### src/rtl/sc_pkg.sv
// Shared types and constants for the stochastic bitstream ones-counter.
// popcount_chunk is a plain loop, meant for reference checking, not hardware.
package sc_pkg;

  localparam int DEF_BITSTREAM = 64;
  localparam int DEF_CHUNK     = 8;

  typedef enum logic [1:0] {
    IDLE,
    COUNT,
    DONE
  } state_t;

  // Number of ones in w[lo +: n].
  function automatic int popcount_chunk(input logic [DEF_BITSTREAM-1:0] w,
                                        input int lo, input int n);
    int c;
    c = 0;
    for (int i = 0; i < DEF_BITSTREAM; i++) begin
      if (i >= lo && i < lo + n && w[i]) c++;
    end
    return c;
  endfunction

endpackage

### src/rtl/sc_bitstream_counter_chunk_popcount.sv
// Combinational ones-count of a CHUNK-bit slice, built as a balanced adder tree
// by recursive halving; CHUNK must be a power of two.
module sc_chunk_popcount #(
  parameter int CHUNK = 8
) (
  input  logic [CHUNK-1:0]               bits,
  output logic [$clog2(CHUNK+1)-1:0]     count
);

  if (CHUNK == 1) begin : g_leaf
    assign count = bits;
  end else begin : g_split
    localparam int H  = CHUNK / 2;
    localparam int HW = $clog2(H + 1);

    logic [HW-1:0] lo_cnt;
    logic [HW-1:0] hi_cnt;

    sc_chunk_popcount #(.CHUNK(H)) u_lo (
      .bits  (bits[H-1:0]),
      .count (lo_cnt)
    );

    sc_chunk_popcount #(.CHUNK(H)) u_hi (
      .bits  (bits[CHUNK-1:H]),
      .count (hi_cnt)
    );

    // Doubling a power-of-two chunk adds exactly one bit of count width.
    assign count = {1'b0, lo_cnt} + {1'b0, hi_cnt};
  end

endmodule

### src/rtl/sc_bitstream_counter.sv
// Serial ones-counter for a rotated stochastic bitstream word: CHUNK bits per
// clock, returning the unipolar count and the bipolar value 2*count - BITSTREAM.
module sc_bitstream_counter
  import sc_pkg::*;
#(
  parameter int BITSTREAM = DEF_BITSTREAM,
  parameter int CHUNK     = DEF_CHUNK
) (
  input  logic                                 clk,
  input  logic                                 rst,
  input  logic                                 in_valid,
  output logic                                 in_ready,
  input  logic [BITSTREAM-1:0]                 in_bits,
  output logic                                 out_valid,
  input  logic                                 out_ready,
  output logic [$clog2(BITSTREAM+1)-1:0]       out_count,
  output logic signed [$clog2(BITSTREAM+1):0]  out_bipolar
);

  localparam int N  = BITSTREAM / CHUNK;
  localparam int CW = $clog2(BITSTREAM + 1);
  localparam int PW = $clog2(CHUNK + 1);
  localparam int IW = (N > 1) ? $clog2(N) : 1;

  localparam logic [IW-1:0] LAST    = IW'(N - 1);
  localparam logic [CW:0]   BS_W    = (CW + 1)'(BITSTREAM);
  localparam logic [CW:0]   BIP_RST = ~BS_W + 1'b1;

  if (CHUNK < 1 || CHUNK > BITSTREAM || (CHUNK & (CHUNK - 1)) != 0 ||
      (BITSTREAM % CHUNK) != 0) begin : g_bad_params
    $fatal(1, "sc_bitstream_counter: illegal BITSTREAM=%0d / CHUNK=%0d",
           BITSTREAM, CHUNK);
  end

  state_t                state_q, state_d;
  logic [BITSTREAM-1:0]  sreg_q, sreg_d;
  logic [CW-1:0]         acc_q, acc_d;
  logic [IW-1:0]         idx_q, idx_d;
  logic                  in_ready_q, in_ready_d;
  logic                  out_valid_q, out_valid_d;
  logic [CW-1:0]         out_count_q, out_count_d;
  logic signed [CW:0]    out_bipolar_q, out_bipolar_d;

  logic [PW-1:0]         chunk_cnt;
  logic [CW-1:0]         acc_sum;
  logic [BITSTREAM-1:0]  sreg_shift;

  sc_chunk_popcount #(.CHUNK(CHUNK)) u_chunk_pc (
    .bits  (sreg_q[CHUNK-1:0]),
    .count (chunk_cnt)
  );

  assign acc_sum = acc_q + CW'(chunk_cnt);

  // With a single pass the whole word is consumed at once, so nothing remains.
  if (N > 1) begin : g_shift
    assign sreg_shift = {{CHUNK{1'b0}}, sreg_q[BITSTREAM-1:CHUNK]};
  end else begin : g_noshift
    assign sreg_shift = '0;
  end

  always_comb begin
    state_d       = state_q;
    sreg_d        = sreg_q;
    acc_d         = acc_q;
    idx_d         = idx_q;
    in_ready_d    = in_ready_q;
    out_valid_d   = out_valid_q;
    out_count_d   = out_count_q;
    out_bipolar_d = out_bipolar_q;

    case (state_q)
      IDLE: begin
        if (in_valid) begin
          sreg_d     = in_bits;
          acc_d      = '0;
          idx_d      = '0;
          in_ready_d = 1'b0;
          state_d    = COUNT;
        end
      end
      COUNT: begin
        acc_d  = acc_sum;
        sreg_d = sreg_shift;
        idx_d  = idx_q + IW'(1);
        if (idx_q == LAST) begin
          idx_d         = '0;
          out_valid_d   = 1'b1;
          out_count_d   = acc_sum;
          out_bipolar_d = $signed({acc_sum, 1'b0} - BS_W);
          state_d       = DONE;
        end
      end
      DONE: begin
        // Results stay frozen until the consumer takes them.
        if (out_ready) begin
          out_valid_d = 1'b0;
          in_ready_d  = 1'b1;
          state_d     = IDLE;
        end
      end
      default: begin
        in_ready_d  = 1'b1;
        out_valid_d = 1'b0;
        state_d     = IDLE;
      end
    endcase
  end

  always_ff @(posedge clk) begin
    if (rst) begin
      state_q       <= IDLE;
      sreg_q        <= '0;
      acc_q         <= '0;
      idx_q         <= '0;
      in_ready_q    <= 1'b1;
      out_valid_q   <= 1'b0;
      out_count_q   <= '0;
      out_bipolar_q <= $signed(BIP_RST);
    end else begin
      state_q       <= state_d;
      sreg_q        <= sreg_d;
      acc_q         <= acc_d;
      idx_q         <= idx_d;
      in_ready_q    <= in_ready_d;
      out_valid_q   <= out_valid_d;
      out_count_q   <= out_count_d;
      out_bipolar_q <= out_bipolar_d;
    end
  end

  assign in_ready    = in_ready_q;
  assign out_valid   = out_valid_q;
  assign out_count   = out_count_q;
  assign out_bipolar = out_bipolar_q;

endmodule

### config.mk
export PLATFORM = sky130hd
export DESIGN_NAME = sc_bitstream_counter
export DESIGN_NICKNAME = d
export VERILOG_FILES = /design/src/rtl/sc_pkg.sv /design/src/rtl/sc_bitstream_counter_chunk_popcount.sv /design/src/rtl/sc_bitstream_counter.sv
export SDC_FILE = /design/constraint.sdc
export NUM_CORES = 1
export LEC_CHECK = 0
export ABC_CLOCK_PERIOD_IN_PS = 6200
export CAP_MARGIN = 25
export CELL_PAD_IN_SITES_DETAIL_PLACEMENT = 1
export CELL_PAD_IN_SITES_GLOBAL_PLACEMENT = 2
export CORE_MARGIN = 5
export CORE_UTILIZATION = 31
export DETAILED_ROUTE_END_ITERATION = 10
export PLACE_DENSITY_LB_ADDON = 0.1
export SYNTH_ARGS = -nofsm -noshare
export SYNTH_HDL_FRONTEND = slang
export SYNTH_SLANG_ARGS = --single-unit
### constraint.sdc
create_clock -name clk -period 6.2 [get_ports clk]
set_clock_uncertainty 0.15 [all_clocks]
set_input_delay 1.24 -clock clk [delete_from_list [all_inputs] [get_ports clk]]
set_output_delay 1.24 -clock clk [all_outputs]
set_load 0.05 [all_outputs]
# After elaboration in Yosys (flattened, before gate mapping)
# Index checks and enable logic that the tools add are counted.
[classes] n_addsub=10 mux=17 reduce_logical=7 eq_ne=6 bitwise_logic=2
[op_table] op="case mux 64 bit (2 select lines)" count=1
[op_table] op="two-way mux 64 bit" count=1
[op_table] op="case mux 7 bit (2 select lines)" count=1
[op_table] op="AND reduction 3 bit" count=3
[op_table] op="adder 1 x 1 -> 2 bit" count=4
[op_table] op="subtractor 8 x 7 -> 8 bit, second input constant" count=1
[op_table] op="adder 7 x 4 -> 7 bit" count=1
[op_table] op="two-way mux 7 bit" count=1
[op_table] op="adder 2 x 2 -> 3 bit" count=2
[op_table] op="two-way mux 2 bit" count=3
[op_table] op="two-way mux 3 bit" count=2
[op_table] op="inequality test 2 bit, second input constant" count=3
[op_table] op="case mux 1 bit (3 select lines)" count=2
[op_table] op="case mux 2 bit (3 select lines)" count=1
[op_table] op="case mux 3 bit (2 select lines)" count=1
[op_table] op="adder 3 x 3 -> 4 bit" count=1
[op_table] op="two-way mux 1 bit" count=4
[op_table] op="AND reduction 2 bit" count=2
[op_table] op="adder 3 x 1 -> 3 bit, second input constant" count=1
[op_table] op="equality test 3 bit, second input constant" count=1
[op_table] op="equality test 2 x 1 -> 1 bit, second input constant" count=1
[op_table] op="equality test 2 bit, second input constant" count=1
[op_table] op="logical NOT 2 bit" count=1
[op_table] op="NOT 1 bit" count=2
[op_table] op="nonzero test 2 bit" count=1
[word_totals] wordCells=50 out_inout_bits=17 reg_bits=93 inputBits=68

# Depth between registers and ports, before layout
# Gate-level depths: netlist of the first run.
[logic_depth] ltp_word=5 mapped_depth=12 depth_no_buf=12

# Cells and area by module
# A second synthesis of the first run with hierarchy kept.
[unflattened] cells_unflattened=627 area_unflattened_um2=4593.2
[modules_own_cells] mod="sc_bitstream_counter" area_per_inst_um2=4285.4 n_inst=1 seq_area_each_um2=1741.7 cells_each=589
[modules_own_cells] mod="sc_chunk_popcount at u_chunk_pc.g_split.u_hi ..." area_per_inst_um2=51.3 n_inst=2 seq_area_each_um2=0.0 cells_each=7
[modules_own_cells] mod="sc_chunk_popcount at u_chunk_pc" area_per_inst_um2=95.1 n_inst=1 seq_area_each_um2=0.0 cells_each=12
[modules_own_cells] mod="sc_chunk_popcount at u_chunk_pc.g_split.u_hi.g_split.u_hi.g_split.u_hi ..." area_per_inst_um2=7.5 n_inst=8 seq_area_each_um2=0.0 cells_each=1
[modules_own_cells] mod="sc_chunk_popcount at u_chunk_pc.g_split.u_hi.g_split.u_hi ..." area_per_inst_um2=12.5 n_inst=4 seq_area_each_um2=0.0 cells_each=1

# Worst setup path after synthesis of the first run
# No wires, ideal clock.
[synth_timing] kind="reg2reg" start="register sreg_q[1]" end="register out_bipolar_q[7] (netlist: out_bipolar[7])" t_arrival_ps=3371 stages_incl_launch_ff=13 synth_period_minus_slack_ps=3645 setup_ps=125 n_path_buf=0 t_required_ps=5925 setup_slack_ps=2555 path_cell_list="dfxtp_1 > fa_1 > inv_1 > fa_1 > fa_1 > inv_1 > fa_1 > fa_1 > a211o_1 > o2111ai_2 > xnor2_2 > xnor2_1 > o21ai_1"
[synth_via] elab_chain_len=5
[synth_lines] item="start, declared" line="sc_bitstream_counter.sv:36" text="logic [BITSTREAM-1:0] sreg_q, sreg_d;"
[synth_lines] item="start signal, assigned" line="sc_bitstream_counter.sv:122" text="sreg_q <= sreg_d;"
[synth_lines] item="adder 1 x 1 -> 2 bit" line="sc_bitstream_counter_chunk_popcount.sv:30" text="assign count = {1'b0, lo_cnt} + {1'b0, hi_cnt};"
[synth_lines] item="adder 2 x 2 -> 3 bit" line="sc_bitstream_counter_chunk_popcount.sv:30"
[synth_lines] item="adder 3 x 3 -> 4 bit" line="sc_bitstream_counter_chunk_popcount.sv:30"
[synth_lines] item="adder 7 x 4 -> 7 bit" line="sc_bitstream_counter.sv:53" text="assign acc_sum = acc_q + CW'(chunk_cnt);"
[synth_lines] item="subtractor 8 x 7 -> 8 bit" line="sc_bitstream_counter.sv:90" text="out_bipolar_d = $signed({acc_sum, 1'b0} - BS_W);"
[synth_lines] item="end signal, assigned" line="sc_bitstream_counter.sv:119" text="out_bipolar_q <= $signed(BIP_RST);"
[synth_lines] item="end signal, assigned" line="sc_bitstream_counter.sv:128" text="out_bipolar_q <= out_bipolar_d;"
[synth_lines] item="end, declared" line="sc_bitstream_counter.sv:42" text="logic signed [CW:0] out_bipolar_q, out_bipolar_d;"
# No other way between the ends.
# A chain may end at the register's enable or synchronous reset.

# Final worst setup path of the first run
[layout_timing] start="register sreg_q[1]" end="register out_count_q[4] (netlist: out_count[4])"
[layout_via] elab_chain_len=4
[layout_lines] item="adder 1 x 1 -> 2 bit" line="sc_bitstream_counter_chunk_popcount.sv:30"
[layout_lines] item="adder 2 x 2 -> 3 bit" line="sc_bitstream_counter_chunk_popcount.sv:30"
[layout_lines] item="adder 3 x 3 -> 4 bit" line="sc_bitstream_counter_chunk_popcount.sv:30"
[layout_lines] item="adder 7 x 4 -> 7 bit" line="sc_bitstream_counter.sv:53"
[layout_lines] item="end signal, assigned" line="sc_bitstream_counter.sv:127" text="out_count_q <= out_count_d;"
[layout_lines] item="end, declared" line="sc_bitstream_counter.sv:41" text="logic [CW-1:0] out_count_q, out_count_d;"
# No other way between the ends.

==> results of run 1 <==
cell families after synthesis:
kind of cell	Yosys count	synth area share, %
fa+ha+maj	13	4.58
simple gates	327	33.4
buf+inv	61	7.07
other cells	1	0.0857
compound gates	100	13.5
flops	87	39.8
xor+xnor	6	1.54
report_power, final:
group / switching, mW / internal, mW / leakage [nW]
Combinational: 0.162 / 0.139 / 1.44
Sequential: 0.0249 / 0.605 / 0.719
Clock: 0.220 / 0.344 / 0.156
Total: 0.407 / 1.09 / 2.32
layout by cell type, fill, tap and decap left out, types with 2 or more instances in the layout:
cell type and n:
clkinv_2 2, xnor2_1 2, a22oi_1 15, clkbuf_8 3, xnor2_2 2, a21oi_1 70, nor2b_1 57, buf_2 2
o21bai_1 2, nand2b_1 3, nand2_1 15, buf_4 5, nor3_1 57, inv_1 9, xor2_1 2, clkbuf_16 9
nand3_1 2, nor2_1 189, a211oi_1 4, clkdlybuf4s50_1 81, dfxtp_1 85, ha_1 8, fa_1 5
routing by layer:
layer	vias to the layer above	track usage (%)
met2	58	23.8
met4	0	5.93
met5	-	0
met1	1826	21.3
met3	11	3.32
li1	2030	-
area by class of cell:
class                      count  area [µm²]
tap                          180         225
clock inverter                 3        40.0
sequential                    87        1750
inverter                       9        33.8
timing repair buffer          89         886
multi-input combinational    447        2330
fill                        1735        8350
clock buffer                  13         270
worst reg2reg max path, cell delays in order, from the launching register on:
cell and delay (ns):
dfxtp_1 0.33, fa_1 0.54, inv_1 0.05, fa_1 0.46, fa_1 0.51, inv_1 0.05
fa_1 0.40, fa_1 0.43, a21o_2 0.21, a21oi_1 0.29, xnor2_1 0.17, nand2_1 0.08
a21oi_1 0.17
sequential cells by signal, indices dropped and copies added, names as in the netlist:
signal       cells
in_ready         1
out_count        7
sreg_q          64
idx_q            3
out_valid        1
acc_q            7
out_bipolar      2
state_q          2
final timing paths:
check                           slack, ns             end  cells past startpoint            from
worst max-delay path                 2.28    out_count[4]                     12       sreg_q[1]
worst min-delay path                 0.30  out_bipolar[6]                      2  out_bipolar[6]
worst max register to register       2.28    out_count[4]                     12       sreg_q[1]
worst min register to register       0.30  out_bipolar[6]                      2  out_bipolar[6]
stage by stage:
stage | power, mW | instance area, µm² | utilization [%] | setup WS, ns | std cells
after detailed placement | 0.946 | 5190 | 37.4 | 2.36 | 811
after global routing | 1.59 | 5530 | 39.8 | 2.12 | 828
after floorplan | 0.847 | 4370 | - | 2.55 | 595
after global placement | 0.938 | 5190 | 37.4 | 2.46 | 811
final | 1.49 | 5530 | 39.8 | 2.28 | 828
after CTS | 1.52 | 5500 | 39.6 | 2.27 | 827
==> results by group, run 1 <==
STA
  – Final hold viol count: 0
  – Final setup viols: 0
  – Relative slew slack: 35.7%
  – Slew @ Worst Pin: 0.964 ns
  – Final setup TNS: 0 ns
  – Final Cycle Share: a little over three fifths
  – RSZ-0062 raised after global routing: no
  – Final Max Tran Viols: 0
  – Crit path time final: approximately 3.9 ns
  – FMAX: about 0.26 GHz
  – Final hold slack: roughly 0.3 ns

Synthesis
  – Post-synth top flop: dfxtp_1
  – Avg Synthesized Cell Area: approximately 7.4 µm²
  – Register area share after synthesis: around two fifths
  – Yosys Warn Count: 0
  – Top-count cell post-synth: nor2_1
  – Area contributors post-synth: dfxtp_1 40%, nor2_1 16%, nor2b_1 8.2%
  – Top cells by count, synth: 189 x nor2_1, 87 x dfxtp_1, 70 x a21oi_1, 57 x nor2b_1, 57 x nor3_1
  – Syn nets: between 600 and 700
  – Syn Inst Count: ~600
  – Share of the synthesized area in the top cell type: approximately two fifths
  – Post-synth EDFFs: 0
  – Area leader, netlist: dfxtp_1
  – Netlist Area Pre-Place: 4370 µm²
  – Netlist cell types: 35
  – Asr flop ratio synth: 0%
  – Seq cells post-synth: 87

CTS
  – Clk pin slew, worst setup/hold paths: around 0.060 ns
  – Clk Latency, worst-skew pair: roughly 0.34 ns
  – CTS root buf: clkbuf_16
  – Post-CTS sizing: 0
  – Hold_buf cts: 0
  – Clock sinks: 87
  – TritonCTS clock tree: done
  – Clock buffer depth: 2
  – Post-CTS setup buffers: 0
  – Num CTS Buffers: 9
  – Number of H-tree levels: 3

Drt
  – Highest metal used: met4
  – Pre-antenna DRT Iters: 4
  – Post-route DRC: 0
  – ANT nets after route: 0
  – WL met1: just over 6000 µm
  – Routed length per instance: approximately 15 µm
  – Initial DRC Count: between 200 and 250
  – DR vias/cell: about 4.7
  – Via count: just under 4000
  – DR WL met3: between 400 and 500 µm
  – Final wirelength: 12300 µm
  – Met2 wire length: 5440 µm

Critical path
  – Most Frequent Cell on Critical Path: fa_1
  – Worst Setup End Kind: flip-flop
  – Crit path max-delay family: adder cells
  – Worst path required time: roughly 6.3 ns
  – WP buf/inv: 2
  – Cell Chain, Critical Path: fa_1 > inv_1 > fa_1 > fa_1 > inv_1 > fa_1 > fa_1 > a21o_2 > a21oi_1 > xnor2_1 > nand2_1 > a21oi_1
  – CP max-delay cell: fa_1
  – Critical path fanouts, max: 3
  – CP max stage delay: 0.54 ns
  – WS Path Type: flip-flop to flip-flop
  – Startpoint types: flip-flop
  – Worst Path Arrival: approximately 4 ns

Floorplan
  – Core Box Area: between 10000 and 15000 µm²
  – Io pins: 85
  – Row cnt: 43
  – Die ar.: 16600 µm²
  – Die X-Extent: between 100 and 150 µm
  – Die Y: 129 µm
  – Initial Utilization: between 30% and 40%

Power
  – Pwr/cell area: 270 nW/µm²
  – Cell leakage power: ~2.3 nW
  – Max VDD drop: between 0.09 and 0.1 mV

Hold path
  – Tightest Hold Check Type: flip-flop to flip-flop

Global routing
  – Number of global-route vias before repair: between 4000 and 5000
  – Congestion Overflow GR: 0
  – Gr usage total: 15.5%
  – Global-route wire length before repair: a little over 20000 µm
  – Initial antenna violation count: 0
  – Largest net degree at the start of global routing: around 120

Finish
  – Layout net count: ~720
  – Layout area overhead: 26.4%
  – Layout cells sized above 1: a little over 5%
  – Diodes inserted: 0

Outcome
  – Status: completed

Placement
  – PortBufs: 83
  – DP HPWL: just over 8000 µm
  – GP Congestion: slightly below 0.8

Flow run
  – Max Cap Viol: 0
(Power assumes the default switching activity.)
==> run 2, diff against run 1 <==
--- a/config.mk
+++ b/config.mk
@@ -5,12 +5,12 @@
 export SDC_FILE = /design/constraint.sdc
 export NUM_CORES = 1
 export LEC_CHECK = 0
-export ABC_CLOCK_PERIOD_IN_PS = 6200
+export ABC_CLOCK_PERIOD_IN_PS = 3420
 export CAP_MARGIN = 25
 export CELL_PAD_IN_SITES_DETAIL_PLACEMENT = 1
 export CELL_PAD_IN_SITES_GLOBAL_PLACEMENT = 2
 export CORE_MARGIN = 5
-export CORE_UTILIZATION = 31
+export CORE_UTILIZATION = 26
 export DETAILED_ROUTE_END_ITERATION = 10
 export PLACE_DENSITY_LB_ADDON = 0.1
 export SYNTH_ARGS = -nofsm -noshare
==> constraint.sdc (replaced) <==
create_clock -name clk -period 3.42 [get_ports clk]
set_clock_uncertainty 0.15 [all_clocks]
set_input_delay 0.684 -clock clk [delete_from_list [all_inputs] [get_ports clk]]
set_output_delay 0.684 -clock clk [all_outputs]
set_load 0.05 [all_outputs]
==> results by group, run 2 (synthesized netlist as in run 1, its figures left out) <==
Outcome
  – Status: complete, but fails checks
  – Violated checks: negative setup slack

STA
  – Final setup viols: 7 (+7)
  – RSZ-0062 raised after global routing: yes
  – Final worst slack: -0.232 ns (-2.52 ns)
  – FMAX: 0.274 GHz (+7.2%)
  – Slew @ Worst Pin: 0.818 ns (-0.146 ns)
  – Final setup TNS: -1.16 ns (-1.16 ns)
  – Crit path time final: 3.65 ns (-0.264 ns)
  – Final Cycle Share: 107% (+44 points)
  – Final Max Tran Viols: 0 (unchanged)
  – Relative slew slack: 45.4% (+9.6 points)
  – Final hold viol count: 0 (unchanged)

Placement
  – GP Congestion: 0.816 (+4.2%)
  – DP Area: 5300 µm² (+2.1%)
  – PortBufs: 83 (unchanged)
  – DP HPWL: 9070 µm (+12%)

Critical path
  – Worst Path Arrival: 3.72 ns (-0.30 ns)
  – Worst path required time: 3.49 ns (-2.82 ns)
  – WS Path Type: flip-flop to flip-flop
  – Critical path fanouts, max: 3 (unchanged)
  – Worst Setup End Kind: flip-flop
  – Startpoint types: flip-flop

Finish
  – Most frequent cells in the layout: 189 x nor2_1, 84 x dfxtp_1, 81 x clkdlybuf4s50_1, 69 x a21oi_1
  – Max reg flops: 64 (unchanged)
  – Layout area overhead: 28.7%
  – Design Area, Final: 5630 µm² (+1.8%)
  – Commonest non-fill, non-tap cell in the layout: nor2_1
  – Top reg by flops: sreg_q
  – Diodes inserted: 0 (unchanged)
  – Layout net count: 728 (+0.55%)
  – Layout cells sized above 1: 6.45% (+1.4 points)

Floorplan
  – Core Box Area: 16500 µm² (+19%)
  – Die Y: 140 µm (+8.5%)
  – Die ar.: 19500 µm² (+18%)
  – Io pins: 85 (unchanged)
  – Die X-Extent: 140 µm (+8.5%)
  – Initial Utilization: 26.5% (-5.0 points)
  – Row cnt: 47 (+9.3%)

CTS
  – TritonCTS clock tree: done
  – Clock sinks: 87 (unchanged)
  – Number of H-tree levels: 3 (unchanged)
  – Clk pin slew, worst setup/hold paths: 0.06 ns (about the same)
  – Clk Latency, worst-skew pair: 0.34 ns (about the same)
  – Num CTS Buffers: 9 (unchanged)
  – CTS root buf: clkbuf_16
  – Clock buffer depth: 2 (unchanged)
  – Hold_buf cts: 0 (unchanged)

Power
  – Max VDD drop: 0.215 mV (+120%)
  – Cell leakage power: 2.33 nW (+0.71%)
  – Pwr/cell area: 486 nW/µm² (+80%)

Global routing
  – Congestion Overflow GR: 0 (unchanged)
  – Grt met2 use: 21.4% (-2.3 points)
  – Global-route wire length before repair: 21700 µm (+4.7%)
  – Gr usage total: 13.6% (-1.8 points)
  – Initial antenna violation count: 0 (unchanged)
  – Met3 Usage GRT: 3.33% (+0.0067 points)
  – GRT busiest layer: met2
  – Largest net degree at the start of global routing: 80 (-32%)
  – Met1 Use GR: 18.2% (-3.1 points)
  – Number of global-route vias before repair: 4230 (+1.9%)

Drt
  – ANT nets after route: 0 (unchanged)
  – Post-route DRC: 0 (unchanged)
  – Pre-antenna DRT Iters: 4 (unchanged)
  – Final wirelength: 13100 µm (+6.0%)
  – Via count: 3996 (+1.8%)
  – Initial DRC Count: 141 (-40%)
  – DR vias/cell: 4.59 (-3.2%)
  – Routed length per instance: 15.0 µm (+0.75%)

Flow run
  – Max Cap Viol: 0 (unchanged)

Hold path
  – Tightest Hold Check Type: flip-flop to flip-flop
==> run 2: changes by cell type in the layout (fill, tap and decap cells not counted), moves of 2 or more <==
cell | previous run | this run
buf_6 | 0 | 2
fa_1 | 5 | 3
fa_2 | 0 | 2
buf_12 | 0 | 2
==> run 2: repair_timing <==
item,CTS,global route
pin swaps,3,3
gates resized for setup,0,4
setup endpoints to repair,6,11
setup buffers,0,2
gates cloned,0,0
==> run 2: worst paths after layout <==
| check | from | endpoint | slack [ns] | depth (start not counted) |
|---|---|---|---|---|
| worst max register to register | sreg_q[1] | out_bipolar[7] | -0.23 | 12 |
| worst min-delay path | out_bipolar[6] | out_bipolar[6] | 0.30 | 2 |
| worst min register to register | out_bipolar[6] | out_bipolar[6] | 0.30 | 2 |
| worst max-delay path | sreg_q[1] | out_bipolar[7] | -0.23 | 12 |
==> run 2: area by class of cell <==
cell class,count,area (µm²)
clock buffers,12,256
fillers,2002,10900
repair buffers,93,928
inverters,9,33.8
clock inverters,3,41.3
multi-input cells,447,2340
flip-flops and latches,87,1750
well taps,220,275
==> run 2: per-layer routing <==
layer / wire length [µm] / up-vias / share of wire, %
met2: 5780 / 63 / 44
met1: 6600 / 1879 / 50
met3: 499 / 13 / 3.8
met5: 0 / - / 0
met4: 206 / 0 / 1.6
li1: - / 2041 / -
==> run 2: power by group <==
part | switching, mW | total [mW] | internal (mW)
clock network | 0.403 | 1.01 | 0.602
registers | 0.0548 | 1.15 | 1.10
logic | 0.299 | 0.580 | 0.281
total | 0.757 | 2.74 | 1.98
==> run 2: worst max-delay path, cell delays in order, from the launching register on <==
cell and delay, ns:
dfxtp_2 0.33, fa_1 0.54, inv_2 0.04, fa_1 0.45, fa_1 0.49, inv_1 0.05
fa_2 0.35, fa_2 0.37, a211o_1 0.28, o2111ai_2 0.11, xnor2_2 0.17, xnor2_1 0.15
o21ai_1 0.06
==> run 2: through the flow <==
step / power [mW] / utilization, % / worst slack (ns) / hold WS (ns) / cells
after floorplan: 1.54 / - / -0.142 / 0.319 / 595
after global placement: 1.73 / 32.1 / -0.236 / 0.282 / 854
after detailed placement: 1.74 / 32.1 / -0.247 / 0.297 / 854
after CTS: 2.76 / 33.9 / -0.242 / 0.307 / 869
after global routing: 2.92 / 34.1 / -0.375 / 0.340 / 871
final: 2.74 / 34.1 / -0.232 / 0.298 / 871
==> run 3, diff against run 2 <==
--- a/config.mk
+++ b/config.mk
@@ -6,7 +6,7 @@
 export NUM_CORES = 1
 export LEC_CHECK = 0
 export ABC_CLOCK_PERIOD_IN_PS = 3420
-export CAP_MARGIN = 25
+export CAP_MARGIN = 20
 export CELL_PAD_IN_SITES_DETAIL_PLACEMENT = 1
 export CELL_PAD_IN_SITES_GLOBAL_PLACEMENT = 2
 export CORE_MARGIN = 5
==> results of run 3 <==
Final layout, timing and power as in run 2 (identical DEF).
